==> config.mk <==
export PLATFORM = sky130hd
export DESIGN_NAME = disp_ctrl
export DESIGN_NICKNAME = d
export VERILOG_FILES = /design/src/rtl/disp_ctrl.sv
export SDC_FILE = /design/constraint.sdc
export NUM_CORES = 1
export LEC_CHECK = 0
export ABC_AREA = 1
export CELL_PAD_IN_SITES_DETAIL_PLACEMENT = 0
export CELL_PAD_IN_SITES_GLOBAL_PLACEMENT = 1
export CORE_ASPECT_RATIO = 1.75
export CORE_MARGIN = 4
export CORE_UTILIZATION = 44
export CTS_BUF_LIST = sky130_fd_sc_hd__clkbuf_4
export DETAILED_ROUTE_END_ITERATION = 10
export GPL_TIMING_DRIVEN = 0
export MAX_ROUTING_LAYER = met4
export PLACE_DENSITY_LB_ADDON = 0.12
export SLEW_MARGIN = 0
export SYNTH_ARGS = -nofsm -noshare
export SYNTH_HDL_FRONTEND = slang
export SYNTH_SLANG_ARGS = --single-unit
==> constraint.sdc <==
create_clock -name clk -period 8.8 [get_ports clk]
set_input_delay 1.76 -clock clk [delete_from_list [all_inputs] [get_ports clk]]
set_output_delay 1.76 -clock clk [all_outputs]
set_load 0.01 [all_outputs]
==> src/rtl/disp_ctrl.sv <==
// Four-digit multiplexed seven-segment display controller with CPU
// register access and frame-synchronous shadow registers.
module disp_ctrl #(
  parameter int DATA_W      = 32,
  parameter int REFRESH_DIV = 50000
) (
  input  logic              clk,
  input  logic              rst,
  input  logic              sel,
  input  logic              we,
  input  logic [1:0]        addr,
  input  logic [DATA_W-1:0] data_in,
  output logic [DATA_W-1:0] data_out,
  output logic [7:0]        Disp,
  output logic [3:0]        Disp_sel
);

  localparam int PW = $clog2(REFRESH_DIV);
  localparam logic [PW-1:0] PMAX = PW'(REFRESH_DIV - 1);

  logic [15:0]       val_stg_q, val_stg_d;
  logic [3:0]        dp_stg_q, dp_stg_d;
  logic [3:0]        blk_stg_q, blk_stg_d;
  logic              en_q, en_d;
  logic [15:0]       val_sh_q, val_sh_d;
  logic [3:0]        dp_sh_q, dp_sh_d;
  logic [3:0]        blk_sh_q, blk_sh_d;
  logic              fd_q, fd_d;
  logic [1:0]        idx_q, idx_d;
  logic [PW-1:0]     presc_q, presc_d;
  logic [DATA_W-1:0] dout_q, dout_d;
  logic [7:0]        disp_q, disp_d;
  logic [3:0]        dsel_q, dsel_d;

  logic wr, rd, tick, bound;
  logic unused_data;

  assign unused_data = ^data_in;

  function automatic logic [6:0] seg7(input logic [3:0] n);
    logic [6:0] s;
    case (n)
      4'h0: s = 7'h40;
      4'h1: s = 7'h79;
      4'h2: s = 7'h24;
      4'h3: s = 7'h30;
      4'h4: s = 7'h19;
      4'h5: s = 7'h12;
      4'h6: s = 7'h02;
      4'h7: s = 7'h78;
      4'h8: s = 7'h00;
      4'h9: s = 7'h10;
      4'hA: s = 7'h08;
      4'hB: s = 7'h03;
      4'hC: s = 7'h46;
      4'hD: s = 7'h21;
      4'hE: s = 7'h06;
      default: s = 7'h0E;
    endcase
    return s;
  endfunction

  always_comb begin
    wr    = sel & we;
    rd    = sel & ~we;
    tick  = en_q && (presc_q == PMAX);
    bound = tick && (idx_q == 2'd3);

    val_stg_d = val_stg_q;
    dp_stg_d  = dp_stg_q;
    blk_stg_d = blk_stg_q;
    en_d      = en_q;
    val_sh_d  = val_sh_q;
    dp_sh_d   = dp_sh_q;
    blk_sh_d  = blk_sh_q;
    fd_d      = fd_q;
    dout_d    = dout_q;

    if (wr) begin
      unique case (addr)
        2'd0: val_stg_d = data_in[15:0];
        2'd1: dp_stg_d  = data_in[3:0];
        2'd2: blk_stg_d = data_in[3:0];
        2'd3: en_d      = data_in[0];
      endcase
    end

    // Shadows track staging while idle, else only at frame wrap
    if (!en_q || bound) begin
      val_sh_d = val_stg_q;
      dp_sh_d  = dp_stg_q;
      blk_sh_d = blk_stg_q;
    end

    presc_d = (en_q && en_d && !tick) ? presc_q + PW'(1) : '0;
    idx_d   = (en_q && en_d) ? idx_q + {1'b0, tick} : 2'd0;

    if (rd && addr == 2'd3) fd_d = 1'b0;
    if (bound)              fd_d = 1'b1;

    if (rd) begin
      unique case (addr)
        2'd0: dout_d = DATA_W'(val_stg_q);
        2'd1: dout_d = DATA_W'(dp_stg_q);
        2'd2: dout_d = DATA_W'(blk_stg_q);
        2'd3: dout_d = DATA_W'({fd_q, idx_q, en_q});
      endcase
    end

    // Outputs follow next state so the digit shows on the edge idx changes
    dsel_d = 4'hF;
    disp_d = 8'hFF;
    if (en_d) begin
      dsel_d = ~(4'b0001 << idx_d);
      if (!blk_sh_d[idx_d])
        disp_d = {~dp_sh_d[idx_d], seg7(val_sh_d[{idx_d, 2'b00} +: 4])};
    end
  end

  always_ff @(posedge clk or posedge rst) begin
    if (rst) begin
      val_stg_q <= '0;
      dp_stg_q  <= '0;
      blk_stg_q <= '0;
      en_q      <= 1'b0;
      val_sh_q  <= '0;
      dp_sh_q   <= '0;
      blk_sh_q  <= '0;
      fd_q      <= 1'b0;
      idx_q     <= '0;
      presc_q   <= '0;
      dout_q    <= '0;
      disp_q    <= 8'hFF;
      dsel_q    <= 4'hF;
    end else begin
      val_stg_q <= val_stg_d;
      dp_stg_q  <= dp_stg_d;
      blk_stg_q <= blk_stg_d;
      en_q      <= en_d;
      val_sh_q  <= val_sh_d;
      dp_sh_q   <= dp_sh_d;
      blk_sh_q  <= blk_sh_d;
      fd_q      <= fd_d;
      idx_q     <= idx_d;
      presc_q   <= presc_d;
      dout_q    <= dout_d;
      disp_q    <= disp_d;
      dsel_q    <= dsel_d;
    end
  end

  assign data_out = dout_q;
  assign Disp     = disp_q;
  assign Disp_sel = dsel_q;

endmodule

After elaboration in Yosys (flattened, before gate mapping)
Memories as Yosys holds them, arrays and structs flattened.
Index checks and enable logic that the tools add are counted.
{ "classes": {"eq_ne": 5, "bitwise": 5, "n_lt_le_gt_ge": 1, "reduce_logical": 13, "addsub": 2, "shift": 2, "mux": 17} }
{ "op_table": {"columns": ["operator", "n"], "rows": [
  ["32-bit case mux with 4 select lines", 1],
  ["16-bit two-way mux", 2],
  ["16-bit by 1-bit adder with 16-bit output, second input constant", 1],
  ["16-bit equality test, second input constant", 1],
  ["8-bit two-way mux", 2],
  ["16-bit by 5-bit variable part select with 4-bit output", 1],
  ["4-bit two-way mux", 3],
  ["2-bit equality test, second input constant", 3],
  ["1-bit two-way mux", 6],
  ["2-bit AND reduction", 3],
  ["1-bit logical AND", 5],
  ["1-bit binary-select mux with 2-bit select", 2],
  ["4-bit inverter", 1],
  ["1-bit by 2-bit left shift with 4-bit output, first input constant", 1],
  ["2-bit by 3-bit < comparator with 1-bit output, second input constant", 1],
  ["2-bit by 1-bit adder with 2-bit output", 1],
  ["1-bit AND", 2],
  ["2-bit by 1-bit equality test with 1-bit output, second input constant", 1],
  ["1-bit zero test", 2],
  ["2-bit zero test", 1],
  ["2-bit two-way mux", 1],
  ["1-bit inverter", 2],
  ["2-bit nonzero test", 1],
  ["1-bit logical OR", 1]
]} }
{ "word_totals": {"memories": 1, "register_bits": 112, "input_bits": 38, "output_inout_bits": 44, "rom_bits": 112} }
{ "memory_table": {"columns": ["name", "words", "word_bits", "read_ports", "rd_ports_with_merged_regs", "write_ports", "line_no", "source"], "rows": [
  ["(no name shown)", 16, 7, 1, 0, 0, "42", "case (n)"]
]} }

Longest topological paths before layout
{ "depth": {"depth_word": 10, "depth_mapped": 20, "ltp_nobuf": 20} }

Least setup slack after synthesis
Ideal clock, no wire load.
{ "synth_path": {"path_kind": "input -> register", "from": "input addr[1]", "to": "register disp_q[3], in the netlist Disp[3]", "path_buffers": 1, "setup_ns": 0.086, "path_stages": 14, "arrival_time_ns": 3.218, "slack_ns": 5.495, "path_cell_list": "buf_6 > nand2_2 > nor2_1 > nand2_1 > nand3_1 > nor2_1 > nand3_1 > nand2_1 > nor2_4 > ha_1 > inv_1 > nand2_1 > nand3_1 > nand3_1"} }
{ "synth_via": {"elab_chain_len": 9, "elab_cells_between_ends": 11} }
{ "synth_lines": {"columns": ["element", "line_no", "source"], "rows": [
  ["start, declared", "11", "input logic [1:0] addr,"],
  ["2-bit equality test (*)", "80", "unique case (addr)"],
  ["1-bit two-way mux (*)", "80", null],
  ["1-bit two-way mux (*)", "79", "if (wr) begin"],
  ["1-bit logical AND", "96", "idx_d = (en_q && en_d) ? idx_q + {1'b0, tick} : 2'd0;"],
  ["2-bit two-way mux", "96", null],
  ["16-bit by 5-bit variable part select with 4-bit output or 1-bit binary-select mux with 2-bit select (tied branches)", "116, 115", null],
  ["memory read 16 x 7 bit or 1-bit two-way mux (tied branches)", null, null],
  ["8-bit two-way mux", "115", "if (!blk_sh_d[idx_d])"],
  ["8-bit two-way mux (*)", "113", "if (en_d) begin"],
  ["named net disp_d[3]", "32", "logic [7:0] disp_q, disp_d;"],
  ["end signal, assigned", "147", "disp_q <= disp_d;"],
  ["end, declared", "32", null]
]} }
The timed path passes the listed nets; every way through them passes the cells marked *. The select of a mux whose other input is x is not followed.
A chain may end at the register's enable or synchronous reset.

Worst setup path after layout
{ "layout_path": {"from": "input addr[0]", "to": "register disp_q[3], in the netlist Disp[3]"} }
The elaborated chain is that of the path after synthesis.

==> load_flow_metrics.sql <==
INSERT INTO impl_metrics (metric_group, metric, value, unit) VALUES
('setup_path', 'critical-path-top-delay-family', 'simple AND/OR/NAND/NOR gates', ''),
('setup_path', 'cp.required', '9210', 'ps'),
('setup_path', 'timing_worst_setup_path_type', 'in -> reg', ''),
('routing', 'detail_route.wirelength', '10680', 'um'),
('setup_path', 'worst-r2r-cell-count', '16', ''),
('status', 'status', 'completed', ''),
('placement', 'placed_cell_area', '5440', 'um^2'),
('global_routing', 'globalRoute.busiestLayer', 'met2', ''),
('setup_path', 'crit_path_top_delay_cell', 'sky130_fd_sc_hd__clkdlybuf4s50_1', ''),
('clock_network', 'clk_pin_slew_worst_paths', '150', 'ps'),
('clock_network', 'ctsHoldBuffers', '0', ''),
('setup_path', 'critPathLaunchType', 'input port', ''),
('timing', 'maxClockFrequency', '0.2657', 'GHz'),
('setup_path', 'cp.depth', '13', ''),
('routing', 'drc_errors', '0', ''),
('global_routing', 'globalRoute.totalOverflow', '0', ''),
('timing', 'slew_viol_final', '0', ''),
('timing', 'min_period_over_period', '42.76', '%'),
('synthesis', 'ys_seq_area_share', '51.27', '%'),
('cells_and_area', 'filler_cell_count', '1000', ''),
('clock_network', 'cts_root_buf', 'sky130_fd_sc_hd__clkbuf_4', ''),
('cells_and_area', 'syn2layout_area_growth', '19.37', '%'),
('timing', 'grt_setup_unrepaired', 'false', ''),
('power_and_ir_drop', 'power.ir.vdd_worst', '0.1202', 'mV'),
('worst_hold_path', 'hold_path_class', 'reg -> reg', ''),
('global_routing', 'wire_length_of_the_first_global_routing_pass', '18170', 'um'),
('cells_and_area', 'finish.cell_count_without_fillers', '742', ''),
('clock_network', 'ctsResizeCount', '0', ''),
('routing', 'route.detailed.wl_per_inst', '14.39', 'um'),
('synthesis', 'synth-seq-cells', '96', ''),
('synthesis', 'synth_flop_cell', 'sky130_fd_sc_hd__dfrtp_1', ''),
('setup_path', 'worst-endpoint-arrival', '4170', 'ps'),
('worst_hold_path', 'hp-start', 'presc_q[0]', ''),
('synthesis', 'synth.cell_area', '4715', 'um^2'),
('timing', 'clock_skew', '8.954', 'ps'),
('placement', 'gp_congestion', '0.8794', ''),
('floorplanning', 'dieHeight', '144.9', 'um'),
('clock_network', 'post-cts-setup-buffer-count', '0', ''),
('setup_path', 'critPathCapture', 'Disp[3]', ''),
('timing', 'max_slew_margin', '56.68', '%'),
('clock_network', 'clk_path_buf_depth', '2', ''),
('routing', 'routed_via_density', '4.925', ''),
('global_routing', 'groute.usage.overall', '18.79', '%'),
('routing', 'drtAntennaViolNets', '0', ''),
('setup_path', 'crit_path_cell_trace', 'clkdlybuf4s50_1 > nand2_2 > nor2_1 > nand2_1 > nand3_1 > nor2_1 > nand3_1 > nand4_1 > ha_1 > inv_1 > nand2_1 > nand3_1 > nand3_1', ''),
('floorplanning', 'start_util', '45.50', '%'),
('routing', 'dr.pass1.iters', '4', ''),
('setup_path', 'regToRegSetupSlack', '5670', 'ps'),
('synthesis', 'post_synthesis_instance_total', '534', ''),
('cells_and_area', 'final_net_count', '655', ''),
('global_routing', 'gr-usage-met2', '32.57', '%'),
('placement', 'placed_cells_incl_taps', '725', ''),
('synthesis', 'synth-edff-count', '0', ''),
('setup_path', 'crit_fanout', '6', ''),
('timing', 'finalSetupViolCount', '0', ''),
('cells_and_area', 'final_cell_area', '5628', 'um^2'),
('floorplanning', 'number_of_placement_rows', '49', ''),
('job', 'max_cap_viol_count', '0', ''),
('clock_network', 'htree_levels', '3', ''),
('timing', 'worst_pin_slew', '647.3', 'ps'),
('routing', 'drt_first_iter_violations', '114', ''),
('timing', 'layout_min_cycle_time', '3763', 'ps'),
('global_routing', 'grt_antenna_before_repair', '1', ''),
('setup_path', 'setup.worst_path.end_class', 'flop', ''),
('floorplanning', 'io_pins', '82', ''),
('placement', 'detailedPlacementHpwl', '8084', 'um'),
('global_routing', 'grt_start_max_net_pins', '70', ''),
('setup_path', 'crit_start', 'addr[0]', ''),
('routing', 'routed-via-count', '3654', ''),
('synthesis', 'total_number_of_yosys_warnings', '0', ''),
('floorplanning', 'fp.coreArea', '10360', 'um^2');
[worst min path at each step]
stage	endpoint	depth (start not counted)	slack [ps]
global placement	presc_q[0]	1	450
floorplan	presc_q[0]	1	430
global route	presc_q[0]	1	500
detailed placement	presc_q[0]	1	460
finish	presc_q[0]	1	480
CTS	presc_q[0]	1	480
[registers in the layout, summed over array words and instances, names as in the netlist]
| name | count |
|---|---|
| Disp | 8 |
| Disp_sel | 4 |
| blk_sh_q | 4 |
| blk_stg_q | 4 |
| data_out | 16 |
| dp_sh_q | 4 |
| dp_stg_q | 4 |
| en_q | 1 |
| fd_q | 1 |
| idx_q | 2 |
| presc_q | 16 |
| val_sh_q | 16 |
| val_stg_q | 16 |
[worst reg2reg max path, delay by kind of cell (launching register included)]
kind,cells,cell delay (ps)
simple gates,9,1680
buf+inv,4,460
xor+xnor,1,190
fa+ha+maj,2,380
flops,1,350
[cell families after synthesis]
family          synth area share, %
compound gates                8.121
xor+xnor                     0.3716
fa+ha+maj                     2.123
buf+inv                       10.24
flops                         51.27
mux                          0.4777
other cells                 0.07954
simple gates                  27.31
[synth_stat cells (3+ instances only)]
cell type	number	area, um^2
sky130_fd_sc_hd__buf_4	17	127.6
sky130_fd_sc_hd__nor3_1	7	35.03
sky130_fd_sc_hd__nand4_1	3	18.77
sky130_fd_sc_hd__dfrtp_1	84	2102
sky130_fd_sc_hd__inv_1	65	244.0
sky130_fd_sc_hd__dfstp_2	12	315.3
sky130_fd_sc_hd__clkbuf_1	6	22.52
sky130_fd_sc_hd__o22ai_1	3	18.77
sky130_fd_sc_hd__nand3_1	55	275.3
sky130_fd_sc_hd__nor2_1	38	142.6
sky130_fd_sc_hd__o21ai_0	36	180.2
sky130_fd_sc_hd__and2_1	12	75.07
sky130_fd_sc_hd__nand3b_1	4	30.03
sky130_fd_sc_hd__ha_1	8	100.1
sky130_fd_sc_hd__nor2_4	5	56.30
sky130_fd_sc_hd__nand2_2	9	56.30
sky130_fd_sc_hd__a21oi_1	18	90.09
sky130_fd_sc_hd__a221oi_1	3	26.28
sky130_fd_sc_hd__nand3_2	7	70.07
sky130_fd_sc_hd__nand2_1	106	397.9
sky130_fd_sc_hd__inv_2	4	15.01
sky130_fd_sc_hd__nor4_1	3	18.77
sky130_fd_sc_hd__buf_6	3	33.78
sky130_fd_sc_hd__nand2_4	3	33.78
[metal layers]
layer	up-vias	share of wire (%)	routed length, um
met3	14	3.2	344
met5	-	0	0
met2	69	54	5804
li1	1845	-	-
met4	0	1.5	162
met1	1726	41	4370
[through the flow]
step                      power, mW  worst slack, ps  utilization (%)  hold slack (ps)
after floorplan              0.8285             4554                -            432.9
after global placement       0.9464             3067            52.22            447.0
after detailed placement     0.9563             4515            52.51            462.1
after CTS                     1.258             5043            54.29            481.4
after global routing          1.324             4826            54.32            497.6
final                         1.244             5037            54.32            477.7
[layout make-up]
cell class / instances / area, um^2 / share of cell area (%)
timing repair buffer: 49 / 508.0 / 9.026
clock buffer: 9 / 67.56 / 1.201
antenna: 1 / 2.502 / 0.04446
inverter: 70 / 267.8 / 4.758
multi-input combinational: 353 / 1871 / 33.24
buffer: 30 / 217.7 / 3.868
sequential: 96 / 2417 / 42.95
tap: 127 / 158.9 / 2.823
clock inverter: 7 / 117.6 / 2.090
[report_power, final]
group	internal [mW]	switching, mW
logic	0.160	0.210
registers	0.538	0.0366
clock network	0.145	0.155
total	0.843	0.401
[placed cells by master, fill, tap and decap left out, drive strengths merged, types with 15 or more instances in the layout]
master,synthesis,layout
dfrtp,84,84
nand2,119,119
o21ai,38,38
clkbuf,6,15
inv,70,72
conb,1,16
clkdlybuf4s50,0,48
nor2,45,45
buf,24,25
a21oi,18,18
nand3,63,63
No activity file was read; power rests on OpenSTA's default activity.
